File: config.mk
export PLATFORM = sky130hd
export DESIGN_NAME = fsmc_bus_master_flat
export DESIGN_NICKNAME = d
export VERILOG_FILES = /design/src/rtl/fsmc_bus_master_pkg.sv /design/src/rtl/fsmc_bus_master_if.sv /design/src/rtl/fsmc_phase_timer.sv /design/src/rtl/fsmc_bus_master.sv /design/src/flat_wrapper.sv
export SDC_FILE = /design/constraint.sdc
export NUM_CORES = 1
export LEC_CHECK = 0
export ABC_AREA = 1
export BUFFER_PORTS_ARGS = -buffer_cell sky130_fd_sc_hd__buf_2
export CAP_MARGIN = 10
export CORE_MARGIN = 2
export CORE_UTILIZATION = 45
export DETAILED_ROUTE_END_ITERATION = 12
export PLACE_DENSITY_LB_ADDON = 0.15
export RECOVER_POWER = 25
export SYNTH_ARGS = -nofsm -noshare
export SYNTH_HDL_FRONTEND = slang
export SYNTH_HIERARCHICAL = 1
export SYNTH_SLANG_ARGS = --single-unit
File: constraint.sdc
create_clock -name clk -period 1.7 [get_ports clk]
set_clock_uncertainty 0.15 [all_clocks]
set_input_delay 0.34 -clock clk [delete_from_list [all_inputs] [get_ports clk]]
set_output_delay 0.34 -clock clk [all_outputs]
set_load 0.05 [all_outputs]
File: src/rtl/fsmc_bus_master_pkg.sv
// ---------------------------------------------------------------------------
// fsmc_bus_master_pkg
// Shared definitions for the FSMC-style asynchronous SRAM bus master:
//   - access-sequencer state encoding
//   - minimum legal phase lengths and the largest count a phase can hold
//   - width of the shared phase down-counter
// No ports (package).
// ---------------------------------------------------------------------------
package fsmc_bus_master_pkg;

  localparam int CNT_W      = 8;
  localparam int PHASE_MAX  = 255;
  localparam int ADDSET_MIN = 1;
  localparam int DATAST_MIN = 2;
  localparam int HOLD_MIN   = 1;

  typedef enum logic [2:0] {
    ST_IDLE = 3'd0,
    ST_ADDR = 3'd1,
    ST_DATA = 3'd2,
    ST_HOLD = 3'd3,
    ST_TURN = 3'd4
  } state_t;

endpackage

File: src/rtl/fsmc_bus_master_if.sv
// ---------------------------------------------------------------------------
// fsmc_bus_master_if
// Bundles the fabric request/response handshake and the external bus pins.
//   Request : req_valid, req_ready, req_write, req_adr, req_wdata
//   Response: rsp_valid, rsp_rdata
//   Bus     : NE, NOE, NWE (active-low), A, D_out, D_oe, D_in
// modport master: the bus master block itself.
// modport slave : whatever sits opposite (fabric requester + bus target).
// ---------------------------------------------------------------------------
interface fsmc_bus_master_if #(
  parameter int ADRW = 8,
  parameter int DATW = 16
);

  logic            req_valid;
  logic            req_ready;
  logic            req_write;
  logic [ADRW-1:0] req_adr;
  logic [DATW-1:0] req_wdata;
  logic            rsp_valid;
  logic [DATW-1:0] rsp_rdata;
  logic            NE;
  logic            NOE;
  logic            NWE;
  logic [ADRW-1:0] A;
  logic [DATW-1:0] D_out;
  logic            D_oe;
  logic [DATW-1:0] D_in;

  modport master (
    input  req_valid, req_write, req_adr, req_wdata, D_in,
    output req_ready, rsp_valid, rsp_rdata, NE, NOE, NWE, A, D_out, D_oe
  );

  modport slave (
    output req_valid, req_write, req_adr, req_wdata, D_in,
    input  req_ready, rsp_valid, rsp_rdata, NE, NOE, NWE, A, D_out, D_oe
  );

endinterface

File: src/rtl/fsmc_phase_timer.sv
// ---------------------------------------------------------------------------
// fsmc_phase_timer
// Down-counter shared by every bus phase. Loading N-1 makes 'last' high on
// the N-th cycle after the load edge, so a phase of N cycles ends on the
// edge where 'last' is seen high.
//   clk, rst  : clock, synchronous active-high reset
//   load      : load load_val on the next edge (takes priority)
//   load_val  : count to load
//   last      : high while the count is zero (final cycle of the phase)
// ---------------------------------------------------------------------------
module fsmc_phase_timer
  import fsmc_bus_master_pkg::*;
(
  input  logic             clk,
  input  logic             rst,
  input  logic             load,
  input  logic [CNT_W-1:0] load_val,
  output logic             last
);

  logic [CNT_W-1:0] cnt;

  // Count register: load wins, otherwise count down and park at zero.
  always_ff @(posedge clk) begin
    if (rst) begin
      cnt <= '0;
    end else if (load) begin
      cnt <= load_val;
    end else if (cnt != '0) begin
      cnt <= cnt - CNT_W'(1);
    end
  end

  assign last = (cnt == '0);

endmodule

File: src/rtl/fsmc_bus_master.sv
// ---------------------------------------------------------------------------
// fsmc_bus_master
// Initiator for an FSMC mode-1 style asynchronous SRAM bus. Each accepted
// single-word request becomes one NE/NOE/NWE cycle: address setup, strobe,
// hold and optional bus turnaround, each lasting a parameterised number of
// clocks. All bus outputs are registered; req_ready is decoded from IDLE.
//   clk, rst : fabric clock, synchronous active-high reset
//   bus      : fsmc_bus_master_if.master (request, response and bus pins)
// Parameters: ADRW, DATW, ADDSET (1..255), DATAST (2..255), HOLD (1..255),
//             TURN (0..255).
// ---------------------------------------------------------------------------
module fsmc_bus_master
  import fsmc_bus_master_pkg::*;
#(
  parameter int ADRW   = 8,
  parameter int DATW   = 16,
  parameter int ADDSET = 2,
  parameter int DATAST = 6,
  parameter int HOLD   = 1,
  parameter int TURN   = 1
) (
  input logic               clk,
  input logic               rst,
  fsmc_bus_master_if.master bus
);

  // Reject timing parameters that the sequencer cannot honour.
  if (ADDSET < ADDSET_MIN || ADDSET > PHASE_MAX) begin : g_bad_addset
    $error("fsmc_bus_master: ADDSET out of range");
  end
  if (DATAST < DATAST_MIN || DATAST > PHASE_MAX) begin : g_bad_datast
    $error("fsmc_bus_master: DATAST out of range");
  end
  if (HOLD < HOLD_MIN || HOLD > PHASE_MAX) begin : g_bad_hold
    $error("fsmc_bus_master: HOLD out of range");
  end
  if (TURN < 0 || TURN > PHASE_MAX) begin : g_bad_turn
    $error("fsmc_bus_master: TURN out of range");
  end

  state_t            state, state_n;
  logic              ne_q, ne_n;
  logic              noe_q, noe_n;
  logic              nwe_q, nwe_n;
  logic [ADRW-1:0]   a_q, a_n;
  logic [DATW-1:0]   dout_q, dout_n;
  logic              doe_q, doe_n;
  logic              rsp_valid_q, rsp_valid_n;
  logic [DATW-1:0]   rdata_q, rdata_n;
  logic              tmr_load;
  logic [CNT_W-1:0]  tmr_val;
  logic              tmr_last;

  fsmc_phase_timer u_timer (
    .clk      (clk),
    .rst      (rst),
    .load     (tmr_load),
    .load_val (tmr_val),
    .last     (tmr_last)
  );

  // Next-state and next-output decode. D_oe stays equal to the request's
  // write flag from accept until the end of HOLD, so it doubles as the
  // access direction while the strobe is being chosen and released.
  always_comb begin
    state_n     = state;
    ne_n        = ne_q;
    noe_n       = noe_q;
    nwe_n       = nwe_q;
    a_n         = a_q;
    dout_n      = dout_q;
    doe_n       = doe_q;
    rsp_valid_n = 1'b0;
    rdata_n     = rdata_q;
    tmr_load    = 1'b0;
    tmr_val     = '0;

    case (state)
      ST_IDLE: begin
        if (bus.req_valid) begin
          a_n      = bus.req_adr;
          dout_n   = bus.req_wdata;
          doe_n    = bus.req_write;
          ne_n     = 1'b0;
          tmr_load = 1'b1;
          tmr_val  = CNT_W'(ADDSET - 1);
          state_n  = ST_ADDR;
        end
      end
      ST_ADDR: begin
        if (tmr_last) begin
          if (doe_q) begin
            nwe_n = 1'b0;
          end else begin
            noe_n = 1'b0;
          end
          tmr_load = 1'b1;
          tmr_val  = CNT_W'(DATAST - 1);
          state_n  = ST_DATA;
        end
      end
      ST_DATA: begin
        // D_in is taken raw: DATAST is chosen to cover the target's access
        // time, so the data has settled well before this edge.
        if (tmr_last) begin
          noe_n       = 1'b1;
          nwe_n       = 1'b1;
          rsp_valid_n = 1'b1;
          if (!doe_q) begin
            rdata_n = bus.D_in;
          end
          tmr_load = 1'b1;
          tmr_val  = CNT_W'(HOLD - 1);
          state_n  = ST_HOLD;
        end
      end
      ST_HOLD: begin
        if (tmr_last) begin
          ne_n  = 1'b1;
          doe_n = 1'b0;
          if (TURN == 0) begin
            state_n = ST_IDLE;
          end else begin
            tmr_load = 1'b1;
            tmr_val  = CNT_W'(TURN - 1);
            state_n  = ST_TURN;
          end
        end
      end
      ST_TURN: begin
        if (tmr_last) begin
          state_n = ST_IDLE;
        end
      end
      default: begin
        state_n = ST_IDLE;
      end
    endcase
  end

  // State and registered bus outputs. Reset drops any access in flight:
  // strobes and NE go high, the data driver turns off, no response.
  always_ff @(posedge clk) begin
    if (rst) begin
      state       <= ST_IDLE;
      ne_q        <= 1'b1;
      noe_q       <= 1'b1;
      nwe_q       <= 1'b1;
      a_q         <= '0;
      dout_q      <= '0;
      doe_q       <= 1'b0;
      rsp_valid_q <= 1'b0;
      rdata_q     <= '0;
    end else begin
      state       <= state_n;
      ne_q        <= ne_n;
      noe_q       <= noe_n;
      nwe_q       <= nwe_n;
      a_q         <= a_n;
      dout_q      <= dout_n;
      doe_q       <= doe_n;
      rsp_valid_q <= rsp_valid_n;
      rdata_q     <= rdata_n;
    end
  end

  assign bus.req_ready = (state == ST_IDLE);
  assign bus.rsp_valid = rsp_valid_q;
  assign bus.rsp_rdata = rdata_q;
  assign bus.NE        = ne_q;
  assign bus.NOE       = noe_q;
  assign bus.NWE       = nwe_q;
  assign bus.A         = a_q;
  assign bus.D_out     = dout_q;
  assign bus.D_oe      = doe_q;

endmodule

File: src/flat_wrapper.sv
// flat-port wrapper written by rule: the top's interface ports become plain ports
module fsmc_bus_master_flat import fsmc_bus_master_pkg::*;
#(
  parameter int ADRW   = 8,
  parameter int DATW   = 16,
  parameter int ADDSET = 2,
  parameter int DATAST = 6,
  parameter int HOLD   = 1,
  parameter int TURN   = 1
)
  (clk, rst, bus_req_valid, bus_req_write, bus_req_adr, bus_req_wdata, bus_D_in, bus_req_ready, bus_rsp_valid, bus_rsp_rdata, bus_NE, bus_NOE, bus_NWE, bus_A, bus_D_out, bus_D_oe);
  fsmc_bus_master_if #(.ADRW(ADRW), .DATW(DATW)) bus_i ();
  input logic clk;
  input logic rst;
  input wire logic [$bits(bus_i.req_valid)-1:0] bus_req_valid;
  input wire logic [$bits(bus_i.req_write)-1:0] bus_req_write;
  input wire logic [$bits(bus_i.req_adr)-1:0] bus_req_adr;
  input wire logic [$bits(bus_i.req_wdata)-1:0] bus_req_wdata;
  input wire logic [$bits(bus_i.D_in)-1:0] bus_D_in;
  output wire logic [$bits(bus_i.req_ready)-1:0] bus_req_ready;
  output wire logic [$bits(bus_i.rsp_valid)-1:0] bus_rsp_valid;
  output wire logic [$bits(bus_i.rsp_rdata)-1:0] bus_rsp_rdata;
  output wire logic [$bits(bus_i.NE)-1:0] bus_NE;
  output wire logic [$bits(bus_i.NOE)-1:0] bus_NOE;
  output wire logic [$bits(bus_i.NWE)-1:0] bus_NWE;
  output wire logic [$bits(bus_i.A)-1:0] bus_A;
  output wire logic [$bits(bus_i.D_out)-1:0] bus_D_out;
  output wire logic [$bits(bus_i.D_oe)-1:0] bus_D_oe;
  assign bus_i.req_valid = bus_req_valid;
  assign bus_i.req_write = bus_req_write;
  assign bus_i.req_adr = bus_req_adr;
  assign bus_i.req_wdata = bus_req_wdata;
  assign bus_i.D_in = bus_D_in;
  assign bus_req_ready = bus_i.req_ready;
  assign bus_rsp_valid = bus_i.rsp_valid;
  assign bus_rsp_rdata = bus_i.rsp_rdata;
  assign bus_NE = bus_i.NE;
  assign bus_NOE = bus_i.NOE;
  assign bus_NWE = bus_i.NWE;
  assign bus_A = bus_i.A;
  assign bus_D_out = bus_i.D_out;
  assign bus_D_oe = bus_i.D_oe;
  fsmc_bus_master #(.ADRW(ADRW), .DATW(DATW), .ADDSET(ADDSET), .DATAST(DATAST), .HOLD(HOLD), .TURN(TURN)) u_core (.clk(clk), .rst(rst), .bus(bus_i));
endmodule
==> results.py, run 1 <==
metrics = {
    "status": {
        "outcome": "finished clean",
    },
    "clock_tree": {
        "cts.clk_slew.worst_paths_ns": 0.10,
        "tritoncts": "done",
        "htreeDepth": 2,
        "root_buffer": "clkbuf_8",
        "cts.sinks": 56,
        "clock_latency_ns": 0.31,
        "cts_buffer_depth": 2,
        "cts_made_buffers": 5,
    },
    "routing": {
        "drt_wl_total_um": 5754,
        "vias": 2334,
        "antenna_left": 0,
        "wl_per_cell_um": 11.55,
        "drc": 0,
        "via_per_inst": 4.687,
        "drt-pass1-iter-count": 4,
        "drtIter0Drc": 91,
    },
    "setup_path": {
        "startpoint": "u_core/u_timer/cnt[4]",
        "end_kind": "flop",
        "required_ns": 1.76,
        "critical_path_class": "reg2reg",
        "cp-start-kind": "flop",
        "endpoint": "u_core/bus.rsp_rdata[5]",
        "timing.rr.start": "u_core/u_timer/cnt[4]",
        "cp.arrival_ns": 1.71,
        "r2r_setup_slack_ns": 0.05,
        "cp_slowest_cell": "dfxtp_1",
        "cp_max_fo": 16,
        "ff2ff_path_depth": 8,
        "cp_cell_sequence": "nor2_1 -> nand2_2 -> nor2_8 -> buf_6 -> nand4_4 -> buf_8 -> o21ai_1 -> a21oi_1",
        "timing.rr.end": "u_core/bus.rsp_rdata[5]",
        "max_stage_delay_ns": 0.32,
    },
    "timing": {
        "fin_tns_setup_ns": 0,
        "setup-violations-final": 0,
        "grt_setup_unrepaired": "yes",
        "clock.fmax_mhz": 604.5,
        "finalWorstSetupSlack_ns": 0.04586,
        "hold_viol": 0,
        "period_needed_ns": 1.654,
        "report.final.slew_viol_count": 0,
        "post-route-period-util": 0.9730,
    },
    "power": {
        "p_sw_mw": 2.665,
        "p_leak_nw": 1.554,
        "seq_power_share": 0.310,
        "swShare": 0.4694,
        "total_power_mw": 5.677,
        "power_density_nw_per_um2": 1667,
        "vdd_drop_max_mv": 0.6520,
        "share_comb_of_total_power": 0.552,
        "p_int_mw": 3.012,
        "clkPwrFrac": 0.138,
    },
    "die": {
        "dieWidth_um": 79.79,
        "io_pins": 90,
        "die_area_um2": 6366,
        "coreArea_um2": 5540,
        "rows": 27,
        "die_y_um": 79.79,
        "initial_core_util": 0.4666,
    },
    "logic_synthesis": {
        "yosys.area_share.simple": 0.2730,
        "synth_warnings": 6,
        "synth_area_per_cell_um2": 8.285,
        "yosysTopAreaCellShare": 0.4337,
        "async_flop_share": 0,
        "yosys.area.top_type": "dfxtp_1",
        "synth_commonest_cells": "dfxtp_1 (56), nand2_1 (56), inv_1 (30)",
        "synth_area_leaders": "dfxtp_1 (43%), nand2_1 (8.1%), nand3_2 (7.4%)",
        "muxShareOfSynthArea": 0,
        "synthAdderAreaFrac": 0.004840,
        "synthXorXnorAreaFrac": 0.01016,
        "synth_top_family_by_area": "simple AND/OR/NAND/NOR gates",
        "synth_seq_cells": 56,
        "synth_edf_count": 0,
        "ys_seq_area_frac": 0.4337,
        "ys_types": 32,
        "synth-compound-area-share": 0.1709,
        "netlist_area_um2": 2585,
        "synth_cells": 312,
        "ys.flop_type": "dfxtp_1",
    },
    "placement": {
        "hpwlAfterDp_um": 4180,
        "io_buffers": 89,
        "dp_slack_ns": 0.008338,
        "globalplace.congestion": 0.8105,
    },
    "global_routing": {
        "grt_usage": 0.1912,
        "grt_pass1_vias": 2200,
        "grt_pass1_wl_um": 9680,
        "grt_max_degree": 26,
        "antenna_found_initial": 0,
        "grt_remaining_overflow": 0,
    },
    "worst_hold_path": {
        "hold_path.class": "in2reg",
    },
    "final_layout": {
        "num-nets-final": 470,
        "drive_gt1_frac": 0.4554,
        "areaGrowthSynthToFinish_pct": 31.75,
        "diodes": 0,
        "fin_util": 0.6147,
    },
    "flow_run": {
        "cap_violations": 0,
    },
}
[placed cells by master, fill, tap and decap left out, types with 5 or more instances in the layout]
cell / synthesis / layout
buf_2: 6 / 89
o21ai_1: 17 / 16
buf_4: 2 / 24
nand2_1: 56 / 55
a21oi_2: 19 / 19
dfxtp_1: 56 / 53
conb_1: 1 / 6
nor2_1: 18 / 17
a21oi_1: 28 / 28
o21ai_2: 0 / 5
inv_1: 30 / 27
clkbuf_8: 0 / 6
inv_2: 3 / 6
nand3_2: 19 / 19
nand3_1: 16 / 16
[power by group through the flow]
stage / clock [mW] / sequential, mW / combinational (mW)
finish: 0.784 / 1.76 / 3.13
global route: 0.862 / 1.80 / 3.43
CTS: 0.814 / 1.76 / 3.01
detailed placement: 0 / 1.78 / 2.95
global placement: 0 / 1.78 / 2.91
floorplan: 0 / 2.40 / 1.72
[kinds of logic after synthesis]
| logic type | count (synthesis) |
|---|---|
| xor gates and xnor gates | 3 |
| buffers and inverters | 51 |
| AOI/OAI and AO/OA | 73 |
| adders and majority gates | 1 |
| DFF | 56 |
| and+or+nand+nor | 127 |
| other | 1 |
[state kept, by name (all words and copies together), names as in the netlist]
signal                flops
u_core/bus.A              8
u_core/bus.D_oe           1
u_core/bus.D_out         16
u_core/bus.NE             1
u_core/bus.NOE            1
u_core/bus.NWE            1
u_core/bus.rsp_rdata     16
u_core/bus.rsp_valid      1
u_core/state              3
u_core/u_timer/cnt        8
[critical path, delay by kind of cell, from the launching register on]
| kind | cells | cell delay [ns] |
|---|---|---|
| AO/OA/AOI/OAI | 2 | 0.17 |
| buffers and inverters | 2 | 0.33 |
| flip-flops | 1 | 0.32 |
| AND/OR/NAND/NOR | 4 | 0.58 |
[area by class of cell]
class                           instances  area, um^2
Timing Repair Buffer                  118       689.4
Tap cell                               72       90.09
Sequential cell                        56        1125
Clock inverter                          2       13.76
Clock buffer                            6       82.58
Fill cell                             529        2135
Multi-Input combinational cell        210        1265
Inverter                               34       140.1
[stage by stage]
step	hold slack, ns	std cells	area [um^2]
6_report	0.1201	498	3406
3_5_place_dp	0.2806	487	3211
3_3_place_gp	0.2772	487	3211
4_1_cts	0.1061	496	3324
5_1_grt	0.1034	498	3406
2_1_floorplan	0.2591	317	2624
[per-layer routing]
| layer | wire length, um | vias up | GRT usage |
|---|---|---|---|
| li1 | - | 1237 | - |
| met1 | 2657 | 1048 | 0.2372 |
| met2 | 2775 | 45 | 0.3261 |
| met3 | 275 | 4 | 0.04638 |
| met4 | 46 | 0 | 0.06102 |
| met5 | 0 | - | 0 |
[worst min path at each step]
stage / depth (start not counted) / endpoint / slack [ns] / start
6_report: 3 / u_core/bus.D_out[14] / 0.12 / bus_req_wdata[14]
3_3_place_gp: 2 / u_core/bus.rsp_rdata[10] / 0.28 / u_core/bus.rsp_rdata[10]
4_1_cts: 3 / u_core/bus.D_out[14] / 0.11 / bus_req_wdata[14]
5_1_grt: 3 / u_core/bus.A[0] / 0.10 / bus_req_adr[0]
3_5_place_dp: 2 / u_core/bus.rsp_rdata[9] / 0.28 / u_core/bus.rsp_rdata[9]
2_1_floorplan: 1 / u_core/u_timer/cnt[3] / 0.26 / rst
[what timing repair did]
item,in CTS,in global routing
setup endpoints to repair,2,27
resized for setup,4,23
buffers inserted,1,1
gates cloned,0,1
pin swaps,1,2
hold buffers,0,0
Note: power is estimated with default switching activity, not from simulation.
==> inputs of run 2 (changes only) <==
CORE_UTILIZATION = 50   (was 45)
clock period = 1.9 ns   (was 1.7 ns; I/O delays follow)
==> results.py, run 2 (synthesized netlist as in run 1, its figures left out) <==
metrics = {
    "status": {
        "outcome": "finished clean",
    },
    "power": {
        "total_power_mw": 4.739,
        "p_sw_mw": 2.276,
        "seq_power_share": 0.338,
        "p_int_mw": 2.463,
        "p_leak_nw": 1.397,
        "power_density_nw_per_um2": 1474,
        "share_comb_of_total_power": 0.527,
        "vdd_drop_max_mv": 0.6779,
        "clkPwrFrac": 0.135,
        "swShare": 0.4803,
    },
    "final_layout": {
        "fin_cells": 482,
        "postLayoutCellArea_um2": 3214,
        "areaGrowthSynthToFinish_pct": 24.35,
        "layout_common_cells": "buf_2 (70), nand2_1 (55), dfxtp_1 (55)",
        "layout_commonest_cell": "buf_2",
        "diodes": 0,
        "num-nets-final": 456,
        "fin_util": 0.6375,
        "drive_gt1_frac": 0.3592,
    },
    "timing": {
        "fin_tns_setup_ns": 0,
        "period_needed_ns": 1.822,
        "worst_slew_pin_slew_ns": 0.6074,
        "hold_viol": 0,
        "setup-violations-final": 0,
        "grt_setup_unrepaired": "no",
        "finalWorstSetupSlack_ns": 0.07774,
        "report.final.slew_viol_count": 0,
        "post-route-period-util": 0.9591,
        "holdWs_ns": 0.1621,
        "slew_headroom": 0.5968,
        "clock.fmax_mhz": 548.8,
    },
    "setup_path": {
        "cp_slowest_cell": "dfxtp_1",
        "cp_max_fo": 11,
        "required_ns": 1.37,
        "end_kind": "output pin",
        "critPathBufInv": 2,
        "cp_top_family": "flip-flops",
        "cp-start-kind": "flop",
        "cp.arrival_ns": 1.29,
        "critical_path_class": "reg2out",
        "max_stage_delay_ns": 0.48,
        "cp_cell_sequence": "nor2_4 -> nand2_4 -> clkinv_4 -> buf_4",
    },
    "routing": {
        "drtIter0Drc": 105,
        "antenna_left": 0,
        "drt_wl_total_um": 5678,
        "via_per_inst": 4.857,
        "wl_per_cell_um": 11.78,
        "drt-pass1-iter-count": 4,
        "drc": 0,
        "vias": 2341,
    },
    "worst_hold_path": {
        "hold_path.class": "in2reg",
    },
    "global_routing": {
        "top_usage_layer": "met2",
        "grt_max_degree": 26,
        "grt_usage": 0.2065,
        "grt_pass1_wl_um": 9949,
        "use_met1": 0.2577,
        "grt_pass1_vias": 2246,
        "antenna_found_initial": 0,
        "gr-usage-met2": 0.3446,
        "grt_use_met3": 0.04881,
        "grt_remaining_overflow": 0,
    },
    "die": {
        "initial_core_util": 0.5127,
        "io_pins": 90,
        "dieWidth_um": 75.90,
        "die_area_um2": 5761,
        "rows": 26,
        "coreArea_um2": 5042,
        "die_y_um": 75.90,
    },
    "clock_tree": {
        "cts_buffer_depth": 2,
        "cts_made_buffers": 5,
        "tritoncts": "done",
        "htreeDepth": 2,
        "cts.sinks": 56,
        "cts.clk_slew.worst_paths_ns": 0.10,
        "root_buffer": "clkbuf_8",
        "clock_latency_ns": 0.31,
    },
    "placement": {
        "globalplace.congestion": 0.7992,
        "dp_slack_ns": 0.004937,
        "io_buffers": 89,
        "post-place-cells": 470,
        "place_area_um2": 3090,
        "hpwlAfterDp_um": 4057,
    },
    "flow_run": {
        "cap_violations": 0,
    },
}
run 2: changes by cell type in the layout (fill, tap and decap cells not counted), moves of 3 or more:
cell      before  now
o21ai_2        5    1
clkbuf_1       0   20
buf_2         89   70
buf_6          3    0
inv_2          6    3
buf_4         24   12
inv_1         27   30
run 2: path summary, 6_finish.rpt:
check | start | to | slack, ns | cells after the start
setup / recovery | u_core/state[0] | bus_req_ready | 0.08 | 4
hold / removal | bus_req_wdata[8] | u_core/bus.D_out[8] | 0.16 | 3
setup reg to reg | u_core/u_timer/cnt[0] | u_core/bus.rsp_rdata[11] | 0.15 | 9
hold reg to reg | u_core/bus.rsp_rdata[6] | u_core/bus.rsp_rdata[6] | 0.30 | 2
run 2: layout make-up:
type                       instances  area (um^2)
fill                             487         1828
multi-input combinational        210         1209
sequential                        56         1122
timing repair buffer             104        578.1
inverter                          34        132.6
tap                               70        87.58
clock buffer                       7        76.32
clock inverter                     1        8.758
run 2: tightest hold or removal path, stage by stage:
cell and delay (ns):
buf_2 0.10, nand3_2 0.06, a21oi_2 0.04
run 2: layer usage:
layer / vias up / wire length [um]
met5: - / 0
met4: 0 / 110
met3: 10 / 316
met2: 60 / 2709
met1: 1062 / 2541
li1: 1209 / -
run 2: power by group through the flow:
stage / Combinational [mW] / Sequential (mW) / Clock (mW)
after floorplan: 1.48 / 2.15 / 0
final: 2.50 / 1.60 / 0.640
after detailed placement: 2.43 / 1.62 / 0
after global placement: 2.41 / 1.61 / 0
after global routing: 2.75 / 1.63 / 0.714
after CTS: 2.45 / 1.60 / 0.664
run 2: what timing repair did:
action / 4_1_cts / 5_1_grt
gates resized for setup: 2 / 7
endpoints found under the setup margin: 2 / 22
cloned: 0 / 1
setup buffers: 0 / 3
pin swaps: 0 / 4
hold buffers: 0 / 0
==> inputs of run 3 (changes only) <==
BUFFER_PORTS_ARGS = default   (was -buffer_cell sky130_fd_sc_hd__buf_2)
CAP_MARGIN = default   (was 10)
CORE_UTILIZATION = 56   (was 50)
DONT_BUFFER_PORTS = 1   (was default)
clock period = 1.5 ns   (was 1.9 ns; I/O delays follow)
==> results.py, run 3 (synthesized netlist as in run 1, its figures left out) <==
metrics = {
    "setup_path": {
        "cp_slowest_cell": "dfxtp_2",
        "ff2ff_path_depth": 11,
        "timing.rr.end": "u_core/u_timer/cnt[6]",
        "cp.arrival_ns": 1.21,
        "required_ns": 1.05,
        "cp_max_fo": 7,
        "r2r_setup_slack_ns": -0.14,
        "cp-start-kind": "flop",
        "timing.rr.start": "u_core/u_timer/cnt[0]",
        "max_stage_delay_ns": 0.35,
        "cp_cell_sequence": "nor2_2 -> nand2_4 -> clkinv_4 -> buf_12",
        "critical_path_class": "reg2out",
        "end_kind": "output pin",
    },
    "placement": {
        "io_buffers": 0,
        "globalplace.congestion": 0.8571,
        "hpwlAfterDp_um": 3677,
        "place_area_um2": 2843,
        "dp_slack_ns": -0.1808,
    },
    "clock_tree": {
        "cts_buffer_depth": 2,
        "cts.clk_slew.worst_paths_ns": 0.11,
        "root_buffer": "clkbuf_8",
        "tritoncts": "done",
        "cts_made_buffers": 5,
        "clock_latency_ns": 0.31,
        "htreeDepth": 2,
        "cts.sinks": 56,
    },
    "die": {
        "die_y_um": 71.94,
        "initial_core_util": 0.5856,
        "die_area_um2": 5175,
        "coreArea_um2": 4414,
        "dieWidth_um": 71.94,
        "io_pins": 90,
        "rows": 24,
    },
    "final_layout": {
        "fin_util": 0.7081,
        "layout_common_cells": "nand2_1 (54), dfxtp_1 (52), buf_4 (29)",
        "num-nets-final": 399,
        "diodes": 0,
        "fillers": 364,
        "postLayoutCellArea_um2": 3126,
        "layout_commonest_cell": "nand2_1",
        "drive_gt1_frac": 0.3493,
        "areaGrowthSynthToFinish_pct": 20.91,
    },
    "global_routing": {
        "grt_pass1_wl_um": 9004,
        "grt_remaining_overflow": 0,
        "grt_usage": 0.2170,
        "antenna_found_initial": 0,
        "grt_pass1_vias": 2082,
        "grt_max_degree": 33,
    },
    "timing": {
        "worst_slew_pin_slew_ns": 0.5306,
        "report.final.slew_viol_count": 0,
        "finalWorstSetupSlack_ns": -0.1566,
        "period_needed_ns": 1.657,
        "grt_setup_unrepaired": "yes",
        "holdWs_ns": -0.1075,
        "hold_viol": 31,
        "post-route-period-util": 1.104,
        "slew_headroom": 0.6458,
        "clock.fmax_mhz": 603.6,
        "setup-violations-final": 26,
    },
    "routing": {
        "drt_wl_total_um": 5489,
        "vias": 2114,
        "antenna_left": 0,
        "drtIter0Drc": 90,
        "via_per_inst": 5.194,
        "drc": 0,
        "wl_per_cell_um": 13.49,
        "drt-pass1-iter-count": 4,
    },
    "worst_hold_path": {
        "worstHoldStart": "rst",
        "holdPathEnd": "u_core/bus.A[0]",
        "min_path_cells": 1,
        "hold_path.class": "in2reg",
    },
    "power": {
        "total_power_mw": 6.682,
        "p_leak_nw": 1.258,
        "power_density_nw_per_um2": 2138,
        "vdd_drop_max_mv": 1.110,
    },
    "status": {
        "failed_checks": "hold timing, setup timing",
        "outcome": "finished with violations",
    },
    "flow_run": {
        "cap_violations": 0,
    },
}
==> run 3: changes by cell type in the layout (fill, tap and decap cells not counted), sizes merged <==
cell,before,now
inv,33,34
buf,84,36
clkinvlp,0,1
bufinv,0,1
clkbuf,27,12
clkinv,2,1
dlygate4sd3,0,3
bufbuf,0,1
==> run 3: report_power, final <==
part / total [mW] / switching (mW) / internal (mW)
logic: 3.10 / 1.73 / 1.36
clock network: 1.01 / 0.511 / 0.504
registers: 2.57 / 0.761 / 1.81
total: 6.68 / 3.01 / 3.68
==> run 3: worst max-delay path, delay by kind of cell, from the launching register on <==
kind	cells	cell delay, ns
buffers and inverters	2	0.21
AND/OR/NAND/NOR	2	0.33
flip-flops	1	0.35
==> run 3: repair_timing <==
action	4_1_cts	5_1_grt
hold endpoints to repair	31	32
setup buffers	5	4
resized for setup	10	15
pin swaps	2	4
cloned	1	0
hold buffers	1	2
endpoints found under the setup margin	28	37
==> run 3: routing by layer <==
layer | global-route usage | wire length, um | share of wire
met5 | 0 | 0 | 0
met4 | 0.05660 | 15 | 0.0027
met3 | 0.06250 | 298 | 0.054
met2 | 0.3642 | 2768 | 0.50
met1 | 0.2760 | 2407 | 0.44
==> run 3: how the worst max path moves through the flow <==
| stage | startpoint | cells past startpoint | end | slack (ns) |
|---|---|---|---|---|
| 6_report | u_core/state[1] | 4 | bus_req_ready | -0.16 |
| 2_1_floorplan | u_core/u_timer/cnt[0] | 12 | u_core/u_timer/cnt[1] | -0.15 |
| 4_1_cts | u_core/u_timer/cnt[0] | 12 | u_core/u_timer/cnt[1] | -0.13 |
| 3_3_place_gp | u_core/u_timer/cnt[4] | 11 | u_core/u_timer/cnt[1] | -0.12 |
| 3_5_place_dp | u_core/u_timer/cnt[4] | 11 | u_core/u_timer/cnt[1] | -0.18 |
| 5_1_grt | u_core/u_timer/cnt[0] | 8 | u_core/u_timer/cnt[0] | -0.25 |
==> run 3: metrics by stage <==
step,instances,TNS [ns]
final,407,-2.467
after detailed placement,387,-3.173
after CTS,401,-2.155
after global routing,407,-6.389
after global placement,387,-1.898
after floorplan,317,-0.8489
==> run 3: cell type report <==
class / instances / area [um^2] / area share
Tap cell: 52 / 65.06 / 0.02082
Sequential cell: 56 / 1126 / 0.3603
Clock buffer: 5 / 68.82 / 0.02202
Clock inverter: 3 / 46.29 / 0.01481
Timing Repair Buffer: 47 / 407.9 / 0.1305
Inverter: 34 / 140.1 / 0.04484
Multi-Input combinational cell: 210 / 1271 / 0.4067
